File: config.mk
export PLATFORM = sky130hd
export DESIGN_NAME = mips_fetch_stage
export DESIGN_NICKNAME = d
export VERILOG_FILES = /design/src/rtl/mips_fetch_stage.sv
export SDC_FILE = /design/constraint.sdc
export NUM_CORES = 1
export LEC_CHECK = 0
export CORE_UTILIZATION = 30
export DETAILED_ROUTE_END_ITERATION = 16
export PLACE_DENSITY_LB_ADDON = 0.2
export SYNTH_ARGS = -nofsm -noshare
export SYNTH_HDL_FRONTEND = slang
export SYNTH_SLANG_ARGS = --single-unit
File: constraint.sdc
create_clock -name clk -period 1.78 [get_ports clk]
set_clock_uncertainty 0.1 [all_clocks]
set_input_delay 0.267 -clock clk [delete_from_list [all_inputs] [get_ports clk]]
set_output_delay 0.267 -clock clk [all_outputs]
set_load 0.03 [all_outputs]
File: src/rtl/mips_fetch_stage.sv
// MIPS instruction-fetch stage: PC register, IF/ID pipeline register, redirect/stall handling.
// Optional performance counters are built when MIPS_FETCH_PERF_EN is defined.
module mips_fetch_stage #(
  parameter int unsigned           PC_W     = 32,
  parameter logic [PC_W-1:0]       RESET_PC = '0
) (
  input  logic            clk,
  input  logic            rst_n,
  output logic [PC_W-1:0] pc_addr,
  input  logic [31:0]     instr,
  input  logic            stall,
  input  logic            redirect,
  input  logic [PC_W-1:0] redirect_pc,
  output logic            if_id_valid,
  output logic [31:0]     if_id_instr,
  output logic [PC_W-1:0] if_id_pc,
  output logic [PC_W-1:0] if_id_pc_next,
  output logic [31:0]     perf_fetch_cnt,
  output logic [31:0]     perf_bubble_cnt,
  output logic [31:0]     perf_stall_cnt
);

  localparam int unsigned CNT_W = 32;

  typedef enum logic [1:0] {BOOT, RUN, HOLD} state_t;

  state_t          state;
  logic [PC_W-1:0] pc;
  logic            active_c;
  logic            bubble_c;
  logic            stall_c;
  logic            fetch_c;

  assign pc_addr = pc;

  // Edge classification: redirect beats stall beats normal fetch; BOOT does nothing.
  assign active_c = (state != BOOT);
  assign bubble_c = active_c & redirect;
  assign stall_c  = active_c & ~redirect & stall;
  assign fetch_c  = active_c & ~redirect & ~stall;

  always_ff @(posedge clk or negedge rst_n) begin
    if (!rst_n) begin
      state         <= BOOT;
      pc            <= RESET_PC;
      if_id_valid   <= 1'b0;
      if_id_instr   <= 32'h0;
      if_id_pc      <= '0;
      if_id_pc_next <= '0;
    end else begin
      case (state)
        BOOT: state <= RUN;
        default: begin
          if (bubble_c) begin
            pc          <= redirect_pc;
            if_id_valid <= 1'b0;
            if_id_instr <= 32'h0;
            state       <= RUN;
          end else if (stall_c) begin
            state <= HOLD;
          end else begin
            if_id_valid   <= 1'b1;
            if_id_instr   <= instr;
            if_id_pc      <= pc;
            if_id_pc_next <= pc + PC_W'(1);
            pc            <= pc + PC_W'(1);
            state         <= RUN;
          end
        end
      endcase
    end
  end

`ifdef MIPS_FETCH_PERF_EN
  logic [CNT_W-1:0] fetch_cnt;
  logic [CNT_W-1:0] bubble_cnt;
  logic [CNT_W-1:0] stall_cnt;

  always_ff @(posedge clk or negedge rst_n) begin
    if (!rst_n) begin
      fetch_cnt  <= '0;
      bubble_cnt <= '0;
      stall_cnt  <= '0;
    end else begin
      if (fetch_c)  fetch_cnt  <= fetch_cnt  + CNT_W'(1);
      if (bubble_c) bubble_cnt <= bubble_cnt + CNT_W'(1);
      if (stall_c)  stall_cnt  <= stall_cnt  + CNT_W'(1);
    end
  end

  assign perf_fetch_cnt  = fetch_cnt;
  assign perf_bubble_cnt = bubble_cnt;
  assign perf_stall_cnt  = stall_cnt;
`else
  assign perf_fetch_cnt  = 32'h0;
  assign perf_bubble_cnt = 32'h0;
  assign perf_stall_cnt  = 32'h0;
`endif

endmodule
==> results of run 1 <==
[power breakdown]
group / leakage [nW] / internal [W] / switching (W)
logic: 3.40 / 0.00125 / 0.00227
clock network: 0.291 / 0.00216 / 0.00144
registers: 1.60 / 0.00343 / 0.000294
total: 5.29 / 0.00683 / 0.00401
[stage by stage]
step                power, W  hold slack, ns
global placement     0.00751          0.0868
detailed placement   0.00752          0.0853
finish                0.0108           0.204
global route          0.0114           0.240
CTS                   0.0109           0.207
floorplan            0.00591          -0.129
[sequential cells by signal (all words and copies together), names as in the netlist]
name and flops:
if_id_valid 1, if_id_pc_next 32, if_id_instr 32, pc_addr 32, if_id_pc 32, state 2
[cell type report]
type,instances,area (um2),area share [%]
multi-input cells,613,3340,31.1
flip-flops and latches,131,3300,30.8
well taps,313,392,3.65
repair buffers,340,3060,28.5
clock inverters,13,150,1.40
inverters,9,33.8,0.315
clock buffers,19,453,4.22
[cells in the mapped netlist (all sizes together) (2+ instances only)]
cell      n  area share, %
a211o     2           0.25
a211oi    4           0.43
a21oi    19            1.4
a22oi     5           0.54
a311oi    4           0.50
a31oi     4           0.36
a32oi     2           0.25
and2      5           0.45
and3      8           0.73
and4      5           0.63
buf     120             12
clkbuf   32            1.9
dfrtp   131             47
inv       9           0.48
nand2   222             12
nand3    12           0.93
nand4    54            4.9
nor2     32            1.7
nor2b     2           0.18
nor3     13           0.93
nor4     10            1.5
o211ai    2           0.21
o21a      3           0.32
o21ai    50            3.6
o221ai    2           0.25
o22a      2           0.25
o22ai    10           0.89
o32ai     2           0.25
or2       2           0.18
or3       3           0.27
xnor2    15            1.9
xor2     13            1.6
[repair_timing]
action | CTS | global route
pin swaps | 14 | 23
resized for setup | 165 | 42
cloned | 0 | 0
endpoints found under the hold margin | 61 | 0
hold buffers | 1 | 0
endpoints found under the setup margin | 154 | 51
buffers inserted | 5 | 6
[routing by layer]
metal / vias up / global-route usage, %
li1: 3182 / -
met1: 3142 / 26.2
met2: 234 / 31.2
met3: 21 / 3.53
met4: 0 / 6.27
met5: - / 0
[logic make-up after synthesis]
group,Yosys count,synth area share (%)
AOI/OAI and AO/OA,116,10.1
xor gates and xnor gates,28,3.50
adders and majority gates,1,0.179
buffers and inverters,161,14.6
DFF,131,46.8
other,1,0.0535
and+or+nand+nor,372,24.8
[worst min path at each step]
stage | from | end | slack (ns) | depth (start not counted)
after floorplan | rst_n | if_id_instr[0] | -0.13 | 0
after global placement | rst_n | if_id_pc[13] | 0.09 | 1
after detailed placement | rst_n | if_id_pc_next[11] | 0.09 | 1
after CTS | rst_n | if_id_pc_next[11] | 0.21 | 2
after global routing | rst_n | if_id_pc_next[11] | 0.24 | 2
final | rst_n | if_id_pc_next[11] | 0.20 | 2
==> results.ini, run 1 <==
[status]
status=finished, violations left
violations=negative setup slack

[die]
num_io_pins=293
die_area_um2=24000
die_y_um=155
initial_core_util_pct=30.7
coreArea_um2=22800
fp.dieW_um=155
rows=55

[clock_tree]
cts_inserted_buffers=17
cts_tree=yes
htreeDepth=4
cts_root_buffer=clkbuf_16
clockBufferDepth=2
numClockSinks=131
clk_pin_slew_ns=0.06
clock_latency_ns=0.42

[pwr]
p_leak_nw=5.29
peakVddDrop_mv=0.556
powerDensity_nw_per_um2=1010

[synthesis]
synthArstFlopShare_pct=100
ys_types=56
synth_area_um2=7000
yosysSeqAreaShare_pct=46.8
yosys_warnings=0
netlist_instances=810
ys_ff_latch=131
synth_ff_type=dfrtp_1
synth_edf_count=0
synth_area_per_cell_um2=8.65

[setup_path]
critPathLaunchType=register
cp.arrival_ns=2.04
cp_max_fo=7
path_cells=nand3_2 > or4_4 > nor4_4 > nor2b_1 > o211ai_1
max_stage_delay_ns=0.64
cp.buffers_inverters=0
endpoint_kind=register
setup.worst_path.start=pc_addr[9]
r2r_cells=5
critPathRequiredTime_ns=1.97
cp_num_cells=5
cp-endpoint=pc_addr[29]
regToRegEndpoint=pc_addr[29]
r2r-start=pc_addr[9]
crit_type=register to register
rrSetupSlack_ns=-0.07
cpLargestDelayFamily=simple AND/OR/NAND/NOR gates
cp_slowest_cell=or4_4

[sta]
finalSetupTns_ns=-0.127
slew_viol_final=0
period_share_pct=104
max_freq_mhz=542
finalCriticalPeriod_ns=1.85
hold_viol=0
rsz0062_at_grt=yes
fin_ws_ns=-0.0658
setup_violations=7

[place]
place_ws_ns=-0.210
placed_cells=1395
place_area_um2=9980
place.gp.congestion=0.827
hpwl_um=17000
port-buffer-count=196

[global_route]
grt_pass1_wl_um=35500
grt_start_max_net_pins=53
antenna_found_initial=0
grt.total_usage_pct=19.4
grt.overflow.total=0
grt_pass1_vias=6328

[detailed_routing]
routed_via_density=4.58
top_layer_used=met4
wl_met2_um=10800
drt_iter0_drc=397
drc_errors=0
wl_met3_um=1180
detail-route-antenna-nets=0
wl_met1_um=10500
wl_per_cell_um=15.8
drtPass1Iterations=5
postRouteWirelength_um=22800
dr_total_vias=6579

[final_layout]
syn_to_final_growth_pct=53.2
fin_cells=1438
nFillCells=2258
fin_nets=1181
fin_util_pct=47.1
mostFrequentLayoutCell=nand2_1
drive_gt1_share_pct=22.2
antenna_cells=0
final_area_um2=10700
final_cell_mix=217 x nand2_1, 123 x buf_4, 116 x dlygate4sd2_1

[flow_run]
max-cap-violations=0

[hold_path]
hold_class=primary input to asynchronous set/reset pin

(Power assumes the default switching activity.)
==> run 2, diff against run 1 <==
--- a/config.mk
+++ b/config.mk
@@ -5,6 +5,7 @@
 export SDC_FILE = /design/constraint.sdc
 export NUM_CORES = 1
 export LEC_CHECK = 0
+export ABC_AREA = 1
 export CORE_UTILIZATION = 30
 export DETAILED_ROUTE_END_ITERATION = 16
 export PLACE_DENSITY_LB_ADDON = 0.2
==> run 2 against run 1 <==
Net effect:
- the run now ends clean
- wire length fell by 19%
- global-route usage fell by 2.0 points
- first-iteration DRC count fell by 40%
- worst setup slack improved by 0.12 ns
- sequential power rose by 5%
- total power fell by 0.99%
- utilization fell by 3.2 points
- synthesized cell count fell by 5.4%
- clock-buffer cell count rose by 2
==> results.ini, run 2 <==
[status]
status=finished, final reports clean  ; was finished, violations left

[synthesis]
synth_area_per_cell_um2=8.40  ; was 8.65 um2
synth_edf_count=0  ; unchanged
yosysSeqAreaShare_pct=50.9  ; was 46.8%
synthTopCellsByArea=dfrtp_1 51%, nand2_1 14%, buf_4 12%  ; was dfrtp_1 47%, nand2_1 12%, buf_4 10%
ys_types=25  ; was 56
synth_ff_type=dfrtp_1  ; unchanged
synthArstFlopShare_pct=100  ; unchanged
synth_area_um2=6440  ; was 7000 um2
synth.most_common_cell=nand2_1  ; unchanged
ys_ff_latch=131  ; unchanged
ys_top_cells_by_count=247 x nand2_1, 131 x dfrtp_1, 101 x buf_4, 65 x inv_1, 53 x o21ai_0  ; was 222 x nand2_1, 131 x dfrtp_1, 97 x buf_4, 53 x nand4_1, 48 x o21ai_0
yosys_warnings=0  ; unchanged
netlist_instances=766  ; was 810
synth_top_area_cell=dfrtp_1  ; unchanged
yosysTopAreaCellShare_pct=50.9  ; was 46.8%

[sta]
slew_viol_final=0  ; unchanged
finalSetupTns_ns=0  ; was -0.127 ns
holdWs_ns=0.194  ; was 0.204 ns
max_freq_mhz=579  ; was 542 MHz
period_share_pct=97.0  ; was 104%
finalCriticalPeriod_ns=1.73  ; was 1.85 ns
setup_violations=0  ; was 7
rsz0062_at_grt=yes  ; unchanged
hold_viol=0  ; unchanged

[pwr]
p_leak_nw=4.87  ; was 5.29 nW
peakVddDrop_mv=0.646  ; was 0.556 mV
powerDensity_nw_per_um2=1160  ; was 1010 nW/um2

[hold_path]
hold_class=primary input to asynchronous set/reset pin  ; unchanged

[detailed_routing]
routed_via_density=4.26  ; was 4.58
detail-route-antenna-nets=0  ; unchanged
postRouteWirelength_um=18400  ; was 22800 um
drt_iter0_drc=237  ; was 397
drc_errors=0  ; unchanged
dr_total_vias=5492  ; was 6579
wl_per_cell_um=14.3  ; was 15.8 um
drtPass1Iterations=4  ; was 5

[clock_tree]
cts_tree=yes  ; unchanged
cts_inserted_buffers=17  ; unchanged
clk_pin_slew_ns=0.06  ; about the same
numClockSinks=131  ; unchanged
cts_root_buffer=clkbuf_16  ; unchanged
htreeDepth=4  ; unchanged
clock_latency_ns=0.43  ; was 0.42 ns
clockBufferDepth=2  ; unchanged

[setup_path]
critPathRequiredTime_ns=1.41  ; was 1.97 ns
critPathLaunchType=register  ; unchanged
max_stage_delay_ns=0.47  ; was 0.64 ns
cpLargestDelayFamily=flip-flops  ; was simple AND/OR/NAND/NOR gates
cp.arrival_ns=1.36  ; was 2.04 ns
path_cells=dlygate4sd2_1  ; was nand3_2 > or4_4 > nor4_4 > nor2b_1 > o211ai_1
r2r-start=pc_addr[1]  ; was pc_addr[9]
crit_type=register to primary output  ; was register to register
regToRegEndpoint=pc_addr[18]  ; was pc_addr[29]
endpoint_kind=primary output  ; was register
cp.buffers_inverters=1  ; was 0
rrSetupSlack_ns=0.12  ; was -0.07 ns
r2r_cells=9  ; was 5
cp_slowest_cell=dfrtp_1  ; was or4_4
cp_max_fo=6  ; was 7

[global_route]
grt_start_max_net_pins=46  ; was 53
grt_pass1_vias=5430  ; was 6328
antenna_found_initial=0  ; unchanged
grt.overflow.total=0  ; unchanged
grt_pass1_wl_um=29100  ; was 35500 um
grt.total_usage_pct=17.4  ; was 19.4%

[die]
die_y_um=148  ; was 155 um
num_io_pins=293  ; unchanged
fp.dieW_um=148  ; was 155 um
coreArea_um2=21000  ; was 22800 um2
die_area_um2=22000  ; was 24000 um2
rows=53  ; was 55
initial_core_util_pct=30.6  ; was 30.7%

[place]
port-buffer-count=196  ; unchanged
hpwl_um=14000  ; was 17000 um
place.gp.congestion=0.866  ; was 0.827

[final_layout]
mostFrequentLayoutCell=nand2_1  ; unchanged
fin_util_pct=43.8  ; was 47.1%
final_cell_mix=244 x nand2_1, 129 x dlygate4sd2_1, 127 x dfrtp_1  ; was 217 x nand2_1, 123 x buf_4, 116 x dlygate4sd2_1
fin_nets=1069  ; was 1181
antenna_cells=0  ; unchanged
drive_gt1_share_pct=9.87  ; was 22.2%
syn_to_final_growth_pct=43.2  ; was 53.2%

[flow_run]
max-cap-violations=0  ; unchanged

-- run 2: changes by cell type after synthesis, sizes merged, moves of 12 or more --
cell    previous run  this run
a21oi             19         7
a22o               0        32
buf              120       104
clkbuf            32        17
inv                9        66
nand2            222       249
nand3             12        44
nand4             54         0
nor3              13         1
xnor2             15         2
-- run 2: area by class of cell --
type                            count  area, um2
Fill cell                        2189      11800
Sequential cell                   131       3280
Multi-Input combinational cell    543       2480
Timing Repair Buffer              241       2250
Clock buffer                       21        480
Tap cell                          275        344
Inverter                           66        248
Clock inverter                     11        125
-- run 2: cells by family after synthesis --
group,synth area share (%)
other,0.0583
xor gates and xnor gates,0.544
AOI/OAI and AO/OA,10.4
DFF,50.9
adders and majority gates,0.194
buffers and inverters,16.9
and+or+nand+nor,21.1
-- run 2: timing repair --
| item | 4_1_cts | 5_1_grt |
|---|---|---|
| hold endpoints to repair | 131 | 0 |
| pin swaps | 0 | 1 |
| endpoints found under the setup margin | 135 | 23 |
| buffers inserted | 0 | 0 |
| resized for setup | 131 | 14 |
| hold buffers | 1 | 0 |
-- run 2: worst max-delay path by stage --
stage	from	end	slack [ns]	depth (start not counted)
2_1_floorplan	pc_addr[1]	if_id_pc_next[28]	0.02	8
3_3_place_gp	pc_addr[1]	if_id_pc_next[28]	-0.09	9
3_5_place_dp	pc_addr[1]	if_id_pc_next[28]	-0.06	9
4_1_cts	pc_addr[5]	pc_addr[5]	0.04	1
5_1_grt	pc_addr[9]	pc_addr[16]	-0.03	7
6_report	pc_addr[5]	pc_addr[5]	0.05	1
-- run 2: stage by stage --
step	worst slack (ns)	power, W	cell area (um2)	cells
3_5_place_dp	-0.0597	0.00759	8710	1255
5_1_grt	-0.0263	0.0113	9220	1288
6_report	0.0535	0.0107	9220	1288
3_3_place_gp	-0.0930	0.00758	8710	1255
4_1_cts	0.0435	0.0108	9170	1288
2_1_floorplan	0.0244	0.00604	6790	861
-- run 2: per-layer routing --
layer | vias up | share of wire [%] | GRT usage, %
met1 | 2542 | 43 | 21.6
met5 | - | 0 | 0
met4 | 0 | 1.2 | 6.24
met3 | 17 | 8.9 | 6.10
li1 | 2723 | - | -
met2 | 210 | 47 | 27.8
-- run 2: report_power, final --
part / switching [W] / internal (W) / leakage (nW)
clock network: 0.00137 / 0.00222 / 0.296
logic: 0.00221 / 0.00104 / 2.95
registers: 0.000413 / 0.00349 / 1.63
total: 0.00400 / 0.00674 / 4.87
==> run 3, diff against run 2 <==
--- a/config.mk
+++ b/config.mk
@@ -5,7 +5,6 @@
 export SDC_FILE = /design/constraint.sdc
 export NUM_CORES = 1
 export LEC_CHECK = 0
-export ABC_AREA = 1
 export CORE_UTILIZATION = 30
 export DETAILED_ROUTE_END_ITERATION = 16
 export PLACE_DENSITY_LB_ADDON = 0.2
==> results of run 3 <==
Final layout, timing and power as in run 1 (identical DEF).
